<file path="src/rtl/ccff_chain_ctrl_pkg.sv">
`default_nettype none
// ============================================================================
// Module  : ccff_chain_ctrl_pkg
// Brief   : Shared FSM state and command-mode encodings for the CCFF chain
//           controller.
// Revision: 1.0
// ============================================================================
package ccff_chain_ctrl_pkg;

   typedef enum logic [2:0] {
      ST_IDLE    = 3'd0,
      ST_P_FETCH = 3'd1,
      ST_P_SHIFT = 3'd2,
      ST_R_SHIFT = 3'd3,
      ST_R_PUSH  = 3'd4,
      ST_DONE    = 3'd5
   } state_e;

   localparam logic CMD_PROG = 1'b0;
   localparam logic CMD_RD   = 1'b1;

endpackage
`default_nettype wire

</file>
<file path="src/rtl/ccff_shift_word.sv">
`default_nettype none
// ============================================================================
// Module  : ccff_shift_word
// Brief   : Word shift register (parallel load, serial in at LSB, serial out
//           at MSB) with a word-bit counter and last-bit flag.
// Revision: 1.0
// ============================================================================
module ccff_shift_word #(
   parameter int WORD_W = 32
) (
   input  logic              clk,
   input  logic              rst_n,
   input  logic              i_clear,
   input  logic              i_load,
   input  logic [WORD_W-1:0] i_load_data,
   input  logic              i_shift,
   input  logic              i_ser_in,
   output logic [WORD_W-1:0] o_word,
   output logic              o_ser_out,
   output logic              o_last
);

   localparam int               BIT_W    = $clog2(WORD_W);
   localparam logic [BIT_W-1:0] C_LAST   = BIT_W'(WORD_W - 1);

   logic [WORD_W-1:0] r_sreg_q, w_sreg_d;
   logic [BIT_W-1:0]  r_bit_q,  w_bit_d;

   always_comb begin
      w_sreg_d = r_sreg_q;
      w_bit_d  = r_bit_q;
      if (i_clear) begin
         w_sreg_d = '0;
         w_bit_d  = '0;
      end else if (i_load) begin
         w_sreg_d = i_load_data;
         w_bit_d  = '0;
      end else if (i_shift) begin
         w_sreg_d = {r_sreg_q[WORD_W-2:0], i_ser_in};
         w_bit_d  = (r_bit_q == C_LAST) ? '0 : r_bit_q + BIT_W'(1);
      end
   end

   always_ff @(posedge clk or negedge rst_n) begin
      if (!rst_n) begin
         r_sreg_q <= '0;
         r_bit_q  <= '0;
      end else begin
         r_sreg_q <= w_sreg_d;
         r_bit_q  <= w_bit_d;
      end
   end

   assign o_word    = r_sreg_q;
   assign o_ser_out = r_sreg_q[WORD_W-1];
   assign o_last    = (r_bit_q == C_LAST);

endmodule
`default_nettype wire

</file>
<file path="src/rtl/ccff_chain_ctrl.sv">
`default_nettype none
// ============================================================================
// Module  : ccff_chain_ctrl
// Brief   : Word-level program/readback controller for the CCFF scan chain.
// Revision: 1.0
// ============================================================================
module ccff_chain_ctrl
   import ccff_chain_ctrl_pkg::*;
#(
   parameter int CHAIN_LEN = 1024,
   parameter int WORD_W    = 32
) (
   input  logic              prog_clk,
   input  logic              pReset_n,
   input  logic              cmd_valid,
   output logic              cmd_ready,
   input  logic              cmd_rd,
   input  logic [WORD_W-1:0] wr_data,
   input  logic              wr_valid,
   output logic              wr_ready,
   output logic [WORD_W-1:0] rd_data,
   output logic              rd_valid,
   input  logic              rd_ready,
   output logic              ccff_head,
   input  logic              ccff_tail,
   output logic              chain_en,
   output logic              busy,
   output logic              done
);

   localparam int               CNT_W = $clog2(CHAIN_LEN + 1);
   localparam logic [CNT_W-1:0] C_LEN = CNT_W'(CHAIN_LEN);

   state_e           r_state_q, w_state_d;
   logic [CNT_W-1:0] r_bit_cnt_q, w_bit_cnt_d, w_bit_cnt_inc;

   logic              w_sw_clear, w_sw_load, w_sw_shift, w_sw_ser_in;
   logic              w_sw_last, w_sw_ser_out;
   logic [WORD_W-1:0] w_sw_word;

   assign w_bit_cnt_inc = r_bit_cnt_q + CNT_W'(1);

   always_comb begin
      w_state_d   = r_state_q;
      w_bit_cnt_d = r_bit_cnt_q;
      w_sw_clear  = 1'b0;
      w_sw_load   = 1'b0;
      w_sw_shift  = 1'b0;
      w_sw_ser_in = 1'b0;
      case (r_state_q)
         ST_IDLE: begin
            if (cmd_valid) begin
               w_bit_cnt_d = '0;
               w_sw_clear  = 1'b1;
               w_state_d   = (cmd_rd == CMD_RD) ? ST_R_SHIFT : ST_P_FETCH;
            end
         end
         ST_P_FETCH: begin
            if (wr_valid) begin
               w_sw_load = 1'b1;
               w_state_d = ST_P_SHIFT;
            end
         end
         ST_P_SHIFT: begin
            // Low bits of a final partial word never leave the register.
            w_sw_shift  = 1'b1;
            w_bit_cnt_d = w_bit_cnt_inc;
            if (w_bit_cnt_inc == C_LEN) begin
               w_state_d = ST_DONE;
            end else if (w_sw_last) begin
               w_state_d = ST_P_FETCH;
            end
         end
         ST_R_SHIFT: begin
            w_sw_shift  = 1'b1;
            w_sw_ser_in = ccff_tail;
            w_bit_cnt_d = w_bit_cnt_inc;
            if ((w_bit_cnt_inc == C_LEN) || w_sw_last) begin
               w_state_d = ST_R_PUSH;
            end
         end
         ST_R_PUSH: begin
            if (rd_ready) begin
               w_sw_clear = 1'b1;
               w_state_d  = (r_bit_cnt_q == C_LEN) ? ST_DONE : ST_R_SHIFT;
            end
         end
         ST_DONE: w_state_d = ST_IDLE;
         default: w_state_d = ST_IDLE;
      endcase
   end

   always_ff @(posedge prog_clk or negedge pReset_n) begin
      if (!pReset_n) begin
         r_state_q   <= ST_IDLE;
         r_bit_cnt_q <= '0;
      end else begin
         r_state_q   <= w_state_d;
         r_bit_cnt_q <= w_bit_cnt_d;
      end
   end

   ccff_shift_word #(
      .WORD_W (WORD_W)
   ) u_shift_word (
      .clk         (prog_clk),
      .rst_n       (pReset_n),
      .i_clear     (w_sw_clear),
      .i_load      (w_sw_load),
      .i_load_data (wr_data),
      .i_shift     (w_sw_shift),
      .i_ser_in    (w_sw_ser_in),
      .o_word      (w_sw_word),
      .o_ser_out   (w_sw_ser_out),
      .o_last      (w_sw_last)
   );

   // All outputs decode from reset-cleared state, so reset reaches them at once.
   assign cmd_ready = (r_state_q == ST_IDLE);
   assign busy      = (r_state_q != ST_IDLE);
   assign done      = (r_state_q == ST_DONE);
   assign wr_ready  = (r_state_q == ST_P_FETCH);
   assign rd_valid  = (r_state_q == ST_R_PUSH);
   assign rd_data   = (r_state_q == ST_R_PUSH) ? w_sw_word : '0;
   assign chain_en  = (r_state_q == ST_P_SHIFT) || (r_state_q == ST_R_SHIFT);
   assign ccff_head = (r_state_q == ST_P_SHIFT) ? w_sw_ser_out :
                      (r_state_q == ST_R_SHIFT) ? ccff_tail    : 1'b0;

endmodule
`default_nettype wire

</file>
<file path="config.mk">
export PLATFORM = sky130hd
export DESIGN_NAME = ccff_chain_ctrl
export DESIGN_NICKNAME = d
export VERILOG_FILES = /design/src/rtl/ccff_chain_ctrl_pkg.sv /design/src/rtl/ccff_shift_word.sv /design/src/rtl/ccff_chain_ctrl.sv
export SDC_FILE = /design/constraint.sdc
export NUM_CORES = 1
export LEC_CHECK = 0
export ABC_AREA = 1
export CORE_MARGIN = 5
export CORE_UTILIZATION = 28
export CTS_BUF_LIST = sky130_fd_sc_hd__clkbuf_8
export DETAILED_ROUTE_END_ITERATION = 8
export PLACE_DENSITY = 0.54
export SLEW_MARGIN = 20
export SYNTH_ARGS = -nofsm -noshare
export SYNTH_HDL_FRONTEND = slang
export SYNTH_SLANG_ARGS = --single-unit
</file>
<file path="constraint.sdc">
create_clock -name prog_clk -period 3.2 [get_ports prog_clk]
set_input_delay 0.48 -clock prog_clk [delete_from_list [all_inputs] [get_ports prog_clk]]
set_output_delay 0.48 -clock prog_clk [all_outputs]
set_load 0.01 [all_outputs]
</file>
==> flow_summary.ini <==
[status]
status = finished, final reports clean

[yosys]
synth.mux.area_fraction = 0
ys.flop_type = dfrtp_1
synth-compound-area-share = 0.2213
synth_cells = 387
synth.largest_area_cell = dfrtp_1
mappedNetlistArea_um2 = 3098
synth_top_area_frac = 0.4120
ys_ff_latch = 51
ys_seq_area_frac = 0.4120
synth_xor_area_frac = 0.002827
synth.area.top_cells = dfrtp_1 (41%), o22ai_2 (12%), nand2_1 (10%)
synthAdderAreaFrac = 0.01616
synth-simple-area-share = 0.2452
ys.warnings.count = 0
synthArstFlopShare = 1.000
synth_top_family_by_area = simple AND/OR/NAND/NOR gates
synth_edf_count = 0
synth_nets = 430
synth_area_per_cell_um2 = 8.005
yosysUniqueCellTypes = 35

[finish]
register_area_um2 = 1276
nFillCells = 1178
n_antenna_cell = 0
syn_to_final_growth_pct = 30.65
nNetsFinal = 499
design_area_um2 = 4048
drive_above_1_share = 0.1357
multi_input_area_um2 = 1511
utilization = 0.3734

[placement]
dp_hpwl_mm = 5.759
portBuffers = 77
place_area_um2 = 3960
gp_congestion = 0.8408

[clocking]
cts_setup_buffers = 0
cts.reportedPaths.clkPinSlew_ns = 0.09
cts_tree = yes
cts.path.max_buffers = 2
cts_buffers = 5
cts-root-buf = clkbuf_8
ctsResizeCount = 0
cts_num_sinks = 51
clk_latency_ns = 0.31
cts_max_level = 2
cts_hold_buf = 0

[pwr]
peakVddDrop_uv = 303.9
pwr-share-clk = 0.115
internal-power_mw = 1.792
switching_share = 0.4611
seqPwrFrac = 0.316
leakagePower_nw = 1.823
powerDensity_nw_per_um2 = 821.7
total_power_mw = 3.326
p_comb_frac = 0.568
p_switching_mw = 1.533

[sta]
slew_viol_final = 0
fin_skew_ns = 0.01095
fin_crit_sh = 0.8047
worst_slew_pin_slew_ns = 0.5906
setup_viol = 0
max_slew_margin = 0.6063
setup_tns_ns = 0
period_minus_slack_ns = 2.575
timing_hold_violations_final = 0
rsz0062_at_grt = false
fmax_mhz = 388.4

[route]
routed_wl_mm = 7.948
vias_per_cell = 4.563
wl_per_cell_um = 13.31
drcViolationCount = 0
vias = 2724
drt.antenna.violating_nets = 0
dr.pass1.iters = 4
drt_iter0_drc = 104

[setup_path]
worstPathCellList = inv_2 -> nand2_2 -> inv_1 -> clkdlybuf4s50_1
critPathArrivalTime_ns = 2.09
cp_slowest_stage_delay_ns = 0.62
worstSetupPathType = reg -> out
worstPathMaxFanout = 15
required_ns = 2.72
cp_slowest_cell = clkdlybuf4s50_1
crit_path_end_kind = primary output
startpoint_type = register

[floorplanning]
floorplan.die_area_um2 = 13270
fp.coreArea_um2 = 10840
die_h_um = 115.2
die_w_um = 115.2
initial_core_util = 0.2858
num_rows = 38
io_pins = 78

[grt]
grt_pass1_wl_mm = 13.03
grt_pass1_vias = 2733
overflow = 0
track_usage = 0.1198
grt_max_degree = 63
antenna_found_initial = 0

[flow_run]
cap_violations = 0

[min_path]
hp-class = in -> async
-- layer usage --
layer	wire length, um	track usage	vias to the layer above	part of all wire
met5	0	0	-	0
met4	63	0.02347	0	0.0079
met3	288	0.02684	6	0.036
met2	3785	0.1995	52	0.48
met1	3810	0.1606	1277	0.48
li1	-	-	1389	-
-- synthesized netlist by cell type, types with 2 or more instances --
cell type / instances
nand2_4: 4
buf_4: 3
o21ai_0: 23
nand2_1: 86
dfrtp_1: 51
ha_1: 4
buf_6: 3
o21ai_1: 20
inv_1: 50
o22ai_2: 30
clkbuf_1: 6
nor2_2: 2
a21oi_1: 4
nand3_1: 13
buf_2: 6
nand2_2: 3
nor2_1: 51
o22ai_1: 4
nand4_1: 3
nor3_1: 3
inv_2: 4
-- placed cells by master, fill, tap and decap left out, types with 2 or more instances in the layout --
cell type        synthesis  layout
buf_4                    3       3
inv_1                   50      50
inv_2                    4       4
o22ai_1                  4       4
nand4_1                  3       3
o22ai_2                 30      30
nor2_1                  51      50
o21ai_0                 23      23
clkbuf_8                 0       5
a21oi_1                  4       4
nor3_1                   3       3
dfrtp_1                 51      51
nand2_1                 86      86
nand2_2                  3       3
ha_1                     4       4
clkdlybuf4s50_1          0      76
nor2_2                   2       2
nand3_1                 13      13
clkinv_2                 0       2
nand2_4                  4       4
o21ai_1                 20      20
-- power groups by stage --
stage	clock, mW	combinational [mW]	sequential [mW]
6_report	0.383	1.89	1.05
3_3_place_gp	0	1.89	1.06
4_1_cts	0.401	1.92	1.05
5_1_grt	0.425	2.12	1.08
2_1_floorplan	0	1.55	1.02
3_5_place_dp	0	1.91	1.07
-- critical path, delay by kind of cell (launching register included) --
family,cells,cell delay (ns)
buf+inv,3,1.12
flops,1,0.48
simple gates,1,0.19
-- metrics by stage --
stage | std cells | hold WS [ns] | setup WS (ns)
after detailed placement | 589 | 0.4678 | 0.9416
final | 597 | 0.1197 | 0.6251
after floorplan | 387 | 0.1844 | 1.630
after global placement | 589 | 0.4757 | 0.9806
after CTS | 597 | 0.1301 | 0.5945
after global routing | 597 | 0.1475 | 0.5136
-- layout make-up --
cell class,count,area share
multi-input cells,263,0.3734
flip-flops and latches,51,0.3153
repair buffers,80,0.1947
inverters,55,0.05162
well taps,140,0.04328
clock buffers,5,0.01700
clock inverters,3,0.004637
-- kinds of logic after synthesis --
group,Yosys count
simple gates,171
fa+ha+maj,4
compound gates,87
flops,51
buf+inv,73
xor+xnor,1
-- sequential cells by signal, indices dropped and copies added, names as in the netlist --
| signal | cells |
|---|---|
| u_shift_word.o_word | 32 |
| u_shift_word.r_bit_q | 5 |
| r_state_q | 3 |
| r_bit_cnt_q | 11 |
-- path summary, 6_finish.rpt --
path                                               from                       to  slack [ns]  cells past startpoint
worst max-delay path                       r_state_q[2]                 chain_en        0.63                      4
worst min-delay path                           pReset_n  u_shift_word.o_word[27]        0.12                      1
worst max register to register             r_state_q[1]  u_shift_word.r_bit_q[2]        1.10                      9
worst min register to register  u_shift_word.o_word[30]  u_shift_word.o_word[30]        0.54                      2
max in group asynchronous                      pReset_n  u_shift_word.r_bit_q[1]        2.28                      2
min in group prog_clk           u_shift_word.o_word[30]  u_shift_word.o_word[30]        0.54                      2
Note: power is estimated with default switching activity, not from simulation.
